[config.mk]
export PLATFORM = sky130hd
export DESIGN_NAME = vedic_product_divider_flat
export DESIGN_NICKNAME = d
export VERILOG_FILES = /design/src/rtl/vedic_product_divider_if.sv /design/src/rtl/vedic_product_divider.sv /design/src/flat_wrapper.sv
export SDC_FILE = /design/constraint.sdc
export NUM_CORES = 1
export LEC_CHECK = 0
export ABC_CLOCK_PERIOD_IN_PS = 5000
export BUFFER_PORTS_ARGS = -buffer_cell sky130_fd_sc_hd__buf_2
export CORE_MARGIN = 2
export CORE_UTILIZATION = 37
export DETAILED_ROUTE_END_ITERATION = 16
export PLACE_DENSITY = 0.61
export SLEW_MARGIN = 25
export SYNTH_ARGS = -nofsm -noshare
export SYNTH_HDL_FRONTEND = slang
export SYNTH_SLANG_ARGS = --single-unit
[constraint.sdc]
create_clock -name clk -period 5 [get_ports clk]
set_input_delay 0.25 -clock clk [delete_from_list [all_inputs] [get_ports clk]]
set_output_delay 0.25 -clock clk [all_outputs]
set_load 0.01 [all_outputs]
[src/rtl/vedic_product_divider_if.sv]
// Operand/result handshake bundle for the restoring divider.
// The master drives the operands and out_ready; the slave returns results.
interface vedic_product_divider_if #(
   parameter int DIVIDEND_WIDTH = 8,
   parameter int DIVISOR_WIDTH  = 4
);
   logic                      in_valid;
   logic                      in_ready;
   logic [DIVIDEND_WIDTH-1:0] dividend_in;
   logic [DIVISOR_WIDTH-1:0]  divisor_in;
   logic                      out_valid;
   logic                      out_ready;
   logic [DIVIDEND_WIDTH-1:0] quotient_out;
   logic [DIVISOR_WIDTH-1:0]  remainder_out;
   logic                      div_by_zero;
   logic                      exact_out;

   modport master (
      output in_valid, dividend_in, divisor_in, out_ready,
      input  in_ready, out_valid, quotient_out, remainder_out, div_by_zero, exact_out
   );

   modport slave (
      input  in_valid, dividend_in, divisor_in, out_ready,
      output in_ready, out_valid, quotient_out, remainder_out, div_by_zero, exact_out
   );
endinterface

[src/rtl/vedic_product_divider.sv]
// Sequential radix-2 restoring divider: one quotient bit per cycle, MSB first,
// with valid/ready on both sides and a one-cycle divide-by-zero shortcut.
module vedic_product_divider #(
   parameter int DIVIDEND_WIDTH = 8,
   parameter int DIVISOR_WIDTH  = 4
) (
   input logic                   clk,
   input logic                   rst,
   vedic_product_divider_if.slave bus
);
   localparam int CW = (DIVIDEND_WIDTH > 1) ? $clog2(DIVIDEND_WIDTH) : 1;

   typedef enum logic [1:0] {IDLE, CALC, DONE} state_t;

   state_t                    state;
   logic [CW-1:0]             cnt;
   logic [DIVIDEND_WIDTH-1:0] dvd;
   logic [DIVISOR_WIDTH-1:0]  dvs;
   logic [DIVISOR_WIDTH:0]    pr;
   logic [DIVIDEND_WIDTH-1:0] q;

   logic [DIVISOR_WIDTH:0]    pr_shift;
   logic [DIVISOR_WIDTH:0]    trial;
   logic [DIVISOR_WIDTH:0]    pr_next;
   logic [DIVIDEND_WIDTH-1:0] q_next;

   // The extra partial-remainder bit only carries the borrow of the trial subtract.
   always_comb begin
      pr_shift    = {pr[DIVISOR_WIDTH-1:0], dvd[cnt]};
      trial       = pr_shift - {1'b0, dvs};
      pr_next     = trial[DIVISOR_WIDTH] ? pr_shift : trial;
      q_next      = q;
      q_next[cnt] = ~trial[DIVISOR_WIDTH];
   end

   always_ff @(posedge clk) begin
      if (rst) begin
         state             <= IDLE;
         cnt               <= '0;
         dvd               <= '0;
         dvs               <= '0;
         pr                <= '0;
         q                 <= '0;
         bus.in_ready      <= 1'b1;
         bus.out_valid     <= 1'b0;
         bus.quotient_out  <= '0;
         bus.remainder_out <= '0;
         bus.div_by_zero   <= 1'b0;
         bus.exact_out     <= 1'b0;
      end else begin
         case (state)
            IDLE: begin
               if (bus.in_valid) begin
                  dvd          <= bus.dividend_in;
                  dvs          <= bus.divisor_in;
                  bus.in_ready <= 1'b0;
                  if (bus.divisor_in == '0) begin
                     state             <= DONE;
                     bus.out_valid     <= 1'b1;
                     bus.quotient_out  <= '1;
                     bus.remainder_out <= bus.dividend_in[DIVISOR_WIDTH-1:0];
                     bus.div_by_zero   <= 1'b1;
                     bus.exact_out     <= 1'b0;
                  end else begin
                     pr    <= '0;
                     cnt   <= CW'(DIVIDEND_WIDTH-1);
                     state <= CALC;
                  end
               end
            end
            CALC: begin
               pr <= pr_next;
               q  <= q_next;
               if (cnt == '0) begin
                  state             <= DONE;
                  bus.out_valid     <= 1'b1;
                  bus.quotient_out  <= q_next;
                  bus.remainder_out <= pr_next[DIVISOR_WIDTH-1:0];
                  bus.div_by_zero   <= 1'b0;
                  bus.exact_out     <= (pr_next[DIVISOR_WIDTH-1:0] == '0);
               end else begin
                  cnt <= cnt - 1'b1;
               end
            end
            DONE: begin
               // in_ready only returns after the consume edge, so no accept overlaps it.
               if (bus.out_ready) begin
                  state             <= IDLE;
                  bus.in_ready      <= 1'b1;
                  bus.out_valid     <= 1'b0;
                  bus.quotient_out  <= '0;
                  bus.remainder_out <= '0;
                  bus.div_by_zero   <= 1'b0;
                  bus.exact_out     <= 1'b0;
               end
            end
            default: state <= IDLE;
         endcase
      end
   end
endmodule

[src/flat_wrapper.sv]
// flat-port wrapper written by rule: the top's interface ports become plain ports
module vedic_product_divider_flat 
#(
   parameter int DIVIDEND_WIDTH = 8,
   parameter int DIVISOR_WIDTH  = 4
)
  (clk, rst, bus_in_valid, bus_dividend_in, bus_divisor_in, bus_out_ready, bus_in_ready, bus_out_valid, bus_quotient_out, bus_remainder_out, bus_div_by_zero, bus_exact_out);
  vedic_product_divider_if #(.DIVIDEND_WIDTH(DIVIDEND_WIDTH), .DIVISOR_WIDTH(DIVISOR_WIDTH)) bus_i ();
  input logic clk;
  input logic rst;
  input wire logic [$bits(bus_i.in_valid)-1:0] bus_in_valid;
  input wire logic [$bits(bus_i.dividend_in)-1:0] bus_dividend_in;
  input wire logic [$bits(bus_i.divisor_in)-1:0] bus_divisor_in;
  input wire logic [$bits(bus_i.out_ready)-1:0] bus_out_ready;
  output wire logic [$bits(bus_i.in_ready)-1:0] bus_in_ready;
  output wire logic [$bits(bus_i.out_valid)-1:0] bus_out_valid;
  output wire logic [$bits(bus_i.quotient_out)-1:0] bus_quotient_out;
  output wire logic [$bits(bus_i.remainder_out)-1:0] bus_remainder_out;
  output wire logic [$bits(bus_i.div_by_zero)-1:0] bus_div_by_zero;
  output wire logic [$bits(bus_i.exact_out)-1:0] bus_exact_out;
  assign bus_i.in_valid = bus_in_valid;
  assign bus_i.dividend_in = bus_dividend_in;
  assign bus_i.divisor_in = bus_divisor_in;
  assign bus_i.out_ready = bus_out_ready;
  assign bus_in_ready = bus_i.in_ready;
  assign bus_out_valid = bus_i.out_valid;
  assign bus_quotient_out = bus_i.quotient_out;
  assign bus_remainder_out = bus_i.remainder_out;
  assign bus_div_by_zero = bus_i.div_by_zero;
  assign bus_exact_out = bus_i.exact_out;
  vedic_product_divider #(.DIVIDEND_WIDTH(DIVIDEND_WIDTH), .DIVISOR_WIDTH(DIVISOR_WIDTH)) u_core (.clk(clk), .rst(rst), .bus(bus_i));
endmodule
---- Word level (Yosys, flattened, before mapping) ----
Cells that the tools add are included.
Widths: inputs -> output; s select.
storage, ports and cells
  output and inout bits ................... 16
  flip-flop bits (word level) ............. 45
  logic and storage cells ................. 81
  input bits .............................. 16
cells by class
  $add $sub $neg .......................... 2
  reductions and logical operators ........ 14
  equal/unequal tests ..................... 8
  order comparisons ....................... 2
  mux-type cells .......................... 42
  bitwise operators ....................... 1
operator list
  operator            count
  $mux 8              4
  $mux 4              7
  $pmux 8 s3          1
  $mux 1              12
  $pmux 4 s3          1
  $mux 3              3
  $pmux 1 s3          3
  $reduce_and 3->1    3
  $bwmux 8            1
  $logic_not 4->1     2
  $mux 2              4
  $ne 2x2->1 const B  4
  $pmux 4 s2          1
  $pmux 2 s3          1
  $pmux 3 s2          1
  $reduce_and 5->1    1
  $sub 5x4->5         1
  $lt 3x4->1 const B  1
  $ne 2x1->1 const B  2
  $reduce_and 4->1    1
  $reduce_bool 2->1   2
  $bmux 1 s3          1
  $demux 1 s3         1
  $ge 3x1->1 const B  1
  10 further kinds    10

---- Logic depth before layout (Yosys ltp) ----
  word-level depth ........................ 7
  mapped depth ............................ 13
  gate-level depth less buffers ........... 11

---- Least setup slack after synthesis ----
OpenSTA, ideal clock, no wires.
  path type ............................... register -> register
  from .................................... register u_core.cnt[0]
  to ...................................... register u_core.bus.remainder_out[3]
  required time ........................... 4.864 ns
  period minus slack after synthesis ...... 2.923 ns
  path buffers ............................ 2
  slack ................................... 2.077 ns
  data arrival time ....................... 2.787 ns
  cell stages (with the launch flop) ...... 14
  library setup time ...................... 0.136 ns
  cell sequence ........................... dfxtp_1 -> clkbuf_1 -> nor3b_1 -> and2_1 -> a211oi_1 -> ha_1 -> fa_1 -> nand2b_1 -> a21oi_2 -> xor2_2 -> buf_2 -> nor2_1 -> a41oi_1 -> a311oi_2
on the way
  longest elaborated chain between the ends .. 6
  elaborated cells between the ends (all ways) .. 9
  classes of those cells .................. add/sub (1); eq/ne (1); mux (5); reduce/logical (2)
ends and longest elaborated chain
  element                       line                            text
  start: declaration            vedic_product_divider.sv:16     logic [CW-1:0] cnt;
  start signal: assignment      vedic_product_divider.sv:66     cnt <= CW'(DIVIDEND_WIDTH-1);
  start signal: assignment      vedic_product_divider.sv:82     cnt <= cnt - 1'b1;
  $bmux 1 s3                    vedic_product_divider.sv:29     pr_shift = {pr[DIVISOR_WIDTH-1:0], dvd[cnt]};
  $mux 1 (implied by the code)  vedic_product_divider.sv:29
  $sub 5x4->5                   vedic_product_divider.sv:30     trial = pr_shift - {1'b0, dvs};
  $mux 4                        vedic_product_divider.sv:31     pr_next = trial[DIVISOR_WIDTH] ? pr_shift : trial;
  $mux 4                        vedic_product_divider.sv:74     if (cnt == '0) begin
  $pmux 4 s3                    vedic_product_divider.sv:51     case (state)
  end signal: assignment        vedic_product_divider.sv:61     bus.remainder_out <= bus.dividend_in[DIVISOR_WIDTH-1:0];
  end signal: assignment        vedic_product_divider.sv:78     bus.remainder_out <= pr_next[DIVISOR_WIDTH-1:0];
  end: declaration              vedic_product_divider_if.sv:25  output in_ready, out_valid, quotient_out, remainder_out, div_by_zero, exact_out
Several ways; a longest one is shown, not always the timed one. The select of a mux whose other input is x is not followed.
A chain may end at the register's enable or synchronous reset.

---- Worst setup path after layout ----
  from .................................... register u_core.cnt[2]
  to ...................................... register u_core.bus.remainder_out[0]
Same word-level chain as after synthesis.

==> impl_metrics.yaml <==
route:
  drc: 0
  dr.pass1.iters: 4
  vias: 1916
  drtAntennaViolNets: 0
  drt_first_iter_violations: 137
  drt-total-wl_um: 5130
  post_drt_via_cell_ratio: 5.21
  wl_per_cell_um: 13.9
global_route:
  grt_util_met2_pct: 22.1
  grt_max_degree: 49
  busiest_layer: "met1"
  grt_pass1_wl_um: 8700
  use_met3_pct: 3.07
  grtUsageTotal_pct: 15.2
  grt_pass1_vias: 1758
  overflow: 0
  use_met1_pct: 22.2
  antenna_found_initial: 0
floorplanning:
  die_h_um: 83.5
  start_util_pct: 38.8
  coreArea_mm2: 0.00603
  row_count: 28
  die_area_mm2: 0.00698
  ioPinCount: 32
  die_width_um: 83.5
synth:
  synthSimpleGateAreaFrac_pct: 21.7
  synth_mux_area_share_pct: 4.87
  postSynthCellCount: 272
  syn_area_mm2: 0.00234
  yosysUniqueCellTypes: 46
  syn_nets: 299
  synth_compound_area_share_pct: 20.6
  seq_area_frac_synth_pct: 38.5
  synth_area_per_cell_um2: 8.60
  synth_top_family_by_area: "simple AND/OR/NAND/NOR gates"
  synth-xor-area-share_pct: 1.44
  ys_warn_count: 0
  synthAdderAreaFrac_pct: 6.20
  synth-seq-cells: 45
critical_path:
  r2r-end: "u_core.bus.remainder_out[0]"
  end_kind: "flip-flop"
  path_class: "reg2reg"
  arrival_ns: 3.87
  startpoint: "u_core.cnt[2]"
  critPathMaxFanout: 16
  regToRegSetupSlack_ns: 1.34
  worstPathRequired_ns: 5.21
  start_kind: "flip-flop"
  reg2reg_from: "u_core.cnt[2]"
  r2r_cells: 11
clocking:
  ctsResizeCount: 0
  cts.sinks: 45
  cts_tree: "built"
  htreeDepth: 2
  numCtsBuffers: 5
  clockBufferDepth: 2
  root_buffer: "clkbuf_8"
  clkTransAtPathRegs_ns: 0.08
  clkLatencyLatePin_ns: 0.30
  postCtsHoldBufs: 0
  cts_setup_buffers: 0
timing:
  setup_ws_ns: 1.34
  fin_skew_ns: 0.00652
  setup_tns_ns: 0
  fin_crit_sh_pct: 73.2
  slew_headroom_pct: 36.8
  worst_pin_slew_ns: 0.948
  setup_viol: 0
  fin_crit_ns: 3.66
  max_clock_freq_mhz: 273
  final_hold_viol_count: 0
  drv_slew: 0
  rsz0062_at_grt: "false"
finish:
  drive_gt1_share_pct: 19.8
  finish.net_count: 320
  n_fill_cell: 645
  antenna_cells: 0
  syn2layout_area_growth_pct: 11.1
power:
  ir_worst_vdd_v: 0.000270
  finalPower_uw: 1580
  power.density_mw_per_mm2: 608
  power.leakage_uw: 0.00104
hold_path:
  min_path_type: "in2reg"
  hold_depth: 3
  worst_hold_startpoint: "bus_dividend_in[6]"
  worstHoldEndpoint: "u_core.dvd[6]"
outcome:
  outcome: "finished clean"
placed_design:
  dp_hpwl_um: 3630
  place_ws_ns: 1.32
  io_buffers: 31
  globalplace.congestion: 0.764
job:
  maxCapViolCount: 0
## sequential cells by signal, indices dropped and copies added (netlist names)
register,cells
u_core.bus.div_by_zero,1
u_core.pr,4
u_core.state,2
u_core.bus.out_valid,1
u_core.bus.quotient_out,8
u_core.bus.exact_out,1
u_core.bus.in_ready,1
u_core.bus.remainder_out,4
u_core.dvs,4
u_core.cnt,3
u_core.dvd,8
u_core.q,8
## kinds of logic (layout without fill, tap and decap cells)
group | Yosys count | count (layout)
fa+ha+maj | 11 | 11
xor+xnor | 3 | 3
compound gates | 62 | 62
mux | 11 | 11
buf+inv | 38 | 59
flops | 45 | 45
simple gates | 102 | 102
## placed cells by master, fill, tap and decap left out, types with 5 or more instances in the layout
cell,instances
a211oi_1,6
a21oi_1,19
buf_2,31
clkbuf_8,6
dfxtp_1,45
ha_1,10
inv_1,21
mux2i_1,8
nand2_1,30
nand2b_1,9
nand3_1,5
nor2_1,26
nor2_2,5
nor3_1,9
o32ai_1,8
## through the flow
stage / instances / hold WS [ns] / util (%) / instance area [um2]
2_1_floorplan: 272 / 0.386 / - / 2340
3_3_place_gp: 361 / 0.447 / 41.7 / 2510
3_5_place_dp: 361 / 0.449 / 41.7 / 2510
4_1_cts: 368 / 0.178 / 43.1 / 2600
5_1_grt: 368 / 0.190 / 43.1 / 2600
6_report: 368 / 0.186 / 43.1 / 2600
## worst max path at each step
stage / to
2_1_floorplan: u_core.bus.remainder_out[3]
3_3_place_gp: u_core.bus.remainder_out[0]
3_5_place_dp: u_core.bus.remainder_out[0]
4_1_cts: u_core.bus.remainder_out[0]
5_1_grt: u_core.bus.remainder_out[0]
6_report: u_core.bus.remainder_out[0]
## power breakdown
part           switching [uW]  total, uW  internal [uW]  leakage [uW]
clock network             117        227            110     0.0000443
logic                     481        793            311      0.000624
registers                87.7        560            472      0.000369
total                     686       1580            893       0.00104
## cell type report
cell class | count | area, um2 | area share (%)
flip-flops and latches | 45 | 901 | 34.7
inverters | 21 | 78.8 | 3.03
repair buffers | 31 | 155 | 5.97
clock buffers | 7 | 86.3 | 3.32
well taps | 75 | 93.8 | 3.61
multi-input cells | 189 | 1280 | 49.4
## synthesized netlist by cell type, drive strengths merged
library cell | count | area [um2]
o32ai | 8 | 70.1
dfxtp | 45 | 901
o21bai | 1 | 7.51
clkbuf | 11 | 41.3
mux2i | 8 | 80.1
a22oi | 3 | 22.5
a21oi | 20 | 104
nand3b | 2 | 15.0
a31o | 1 | 8.76
nand2b | 9 | 56.3
nor2 | 31 | 129
a21boi | 3 | 33.8
a221oi | 2 | 17.5
fa | 1 | 20.0
ha | 10 | 125
a311oi | 6 | 77.6
or4 | 1 | 7.51
nor4b | 1 | 8.76
and2 | 3 | 18.8
nor4 | 1 | 21.3
nand2 | 30 | 113
nor3b | 2 | 15.0
a21o | 1 | 7.51
xnor2 | 2 | 17.5
a211oi | 8 | 70.1
o22ai | 3 | 18.8
and3 | 2 | 12.5
mux2 | 3 | 33.8
nor2b | 4 | 25.0
o41ai | 1 | 16.3
o21ai | 4 | 20.0
a41oi | 1 | 8.76
nand3 | 5 | 25.0
nor3 | 10 | 55.1
buf | 6 | 35.0
or3 | 1 | 6.26
xor2 | 1 | 16.3
inv | 21 | 78.8
## worst max-delay path, cell delays in order (launching register included)
cell	delay, ns
dfxtp_1	0.61
nor3b_1	0.35
and2_1	0.18
a211oi_1	0.06
ha_1	0.24
fa_1	0.45
nand2b_1	0.17
a21oi_2	0.16
xor2_2	0.63
mux2i_1	0.35
nand3_1	0.12
a311oi_2	0.27
## routing by layer
| layer | share of wire [%] | vias to the layer above |
|---|---|---|
| met5 | 0 | - |
| met4 | 2.4 | 0 |
| met3 | 4.5 | 13 |
| met2 | 42 | 48 |
| met1 | 51 | 866 |
| li1 | - | 989 |
Power figures use the tool's default switching activity.
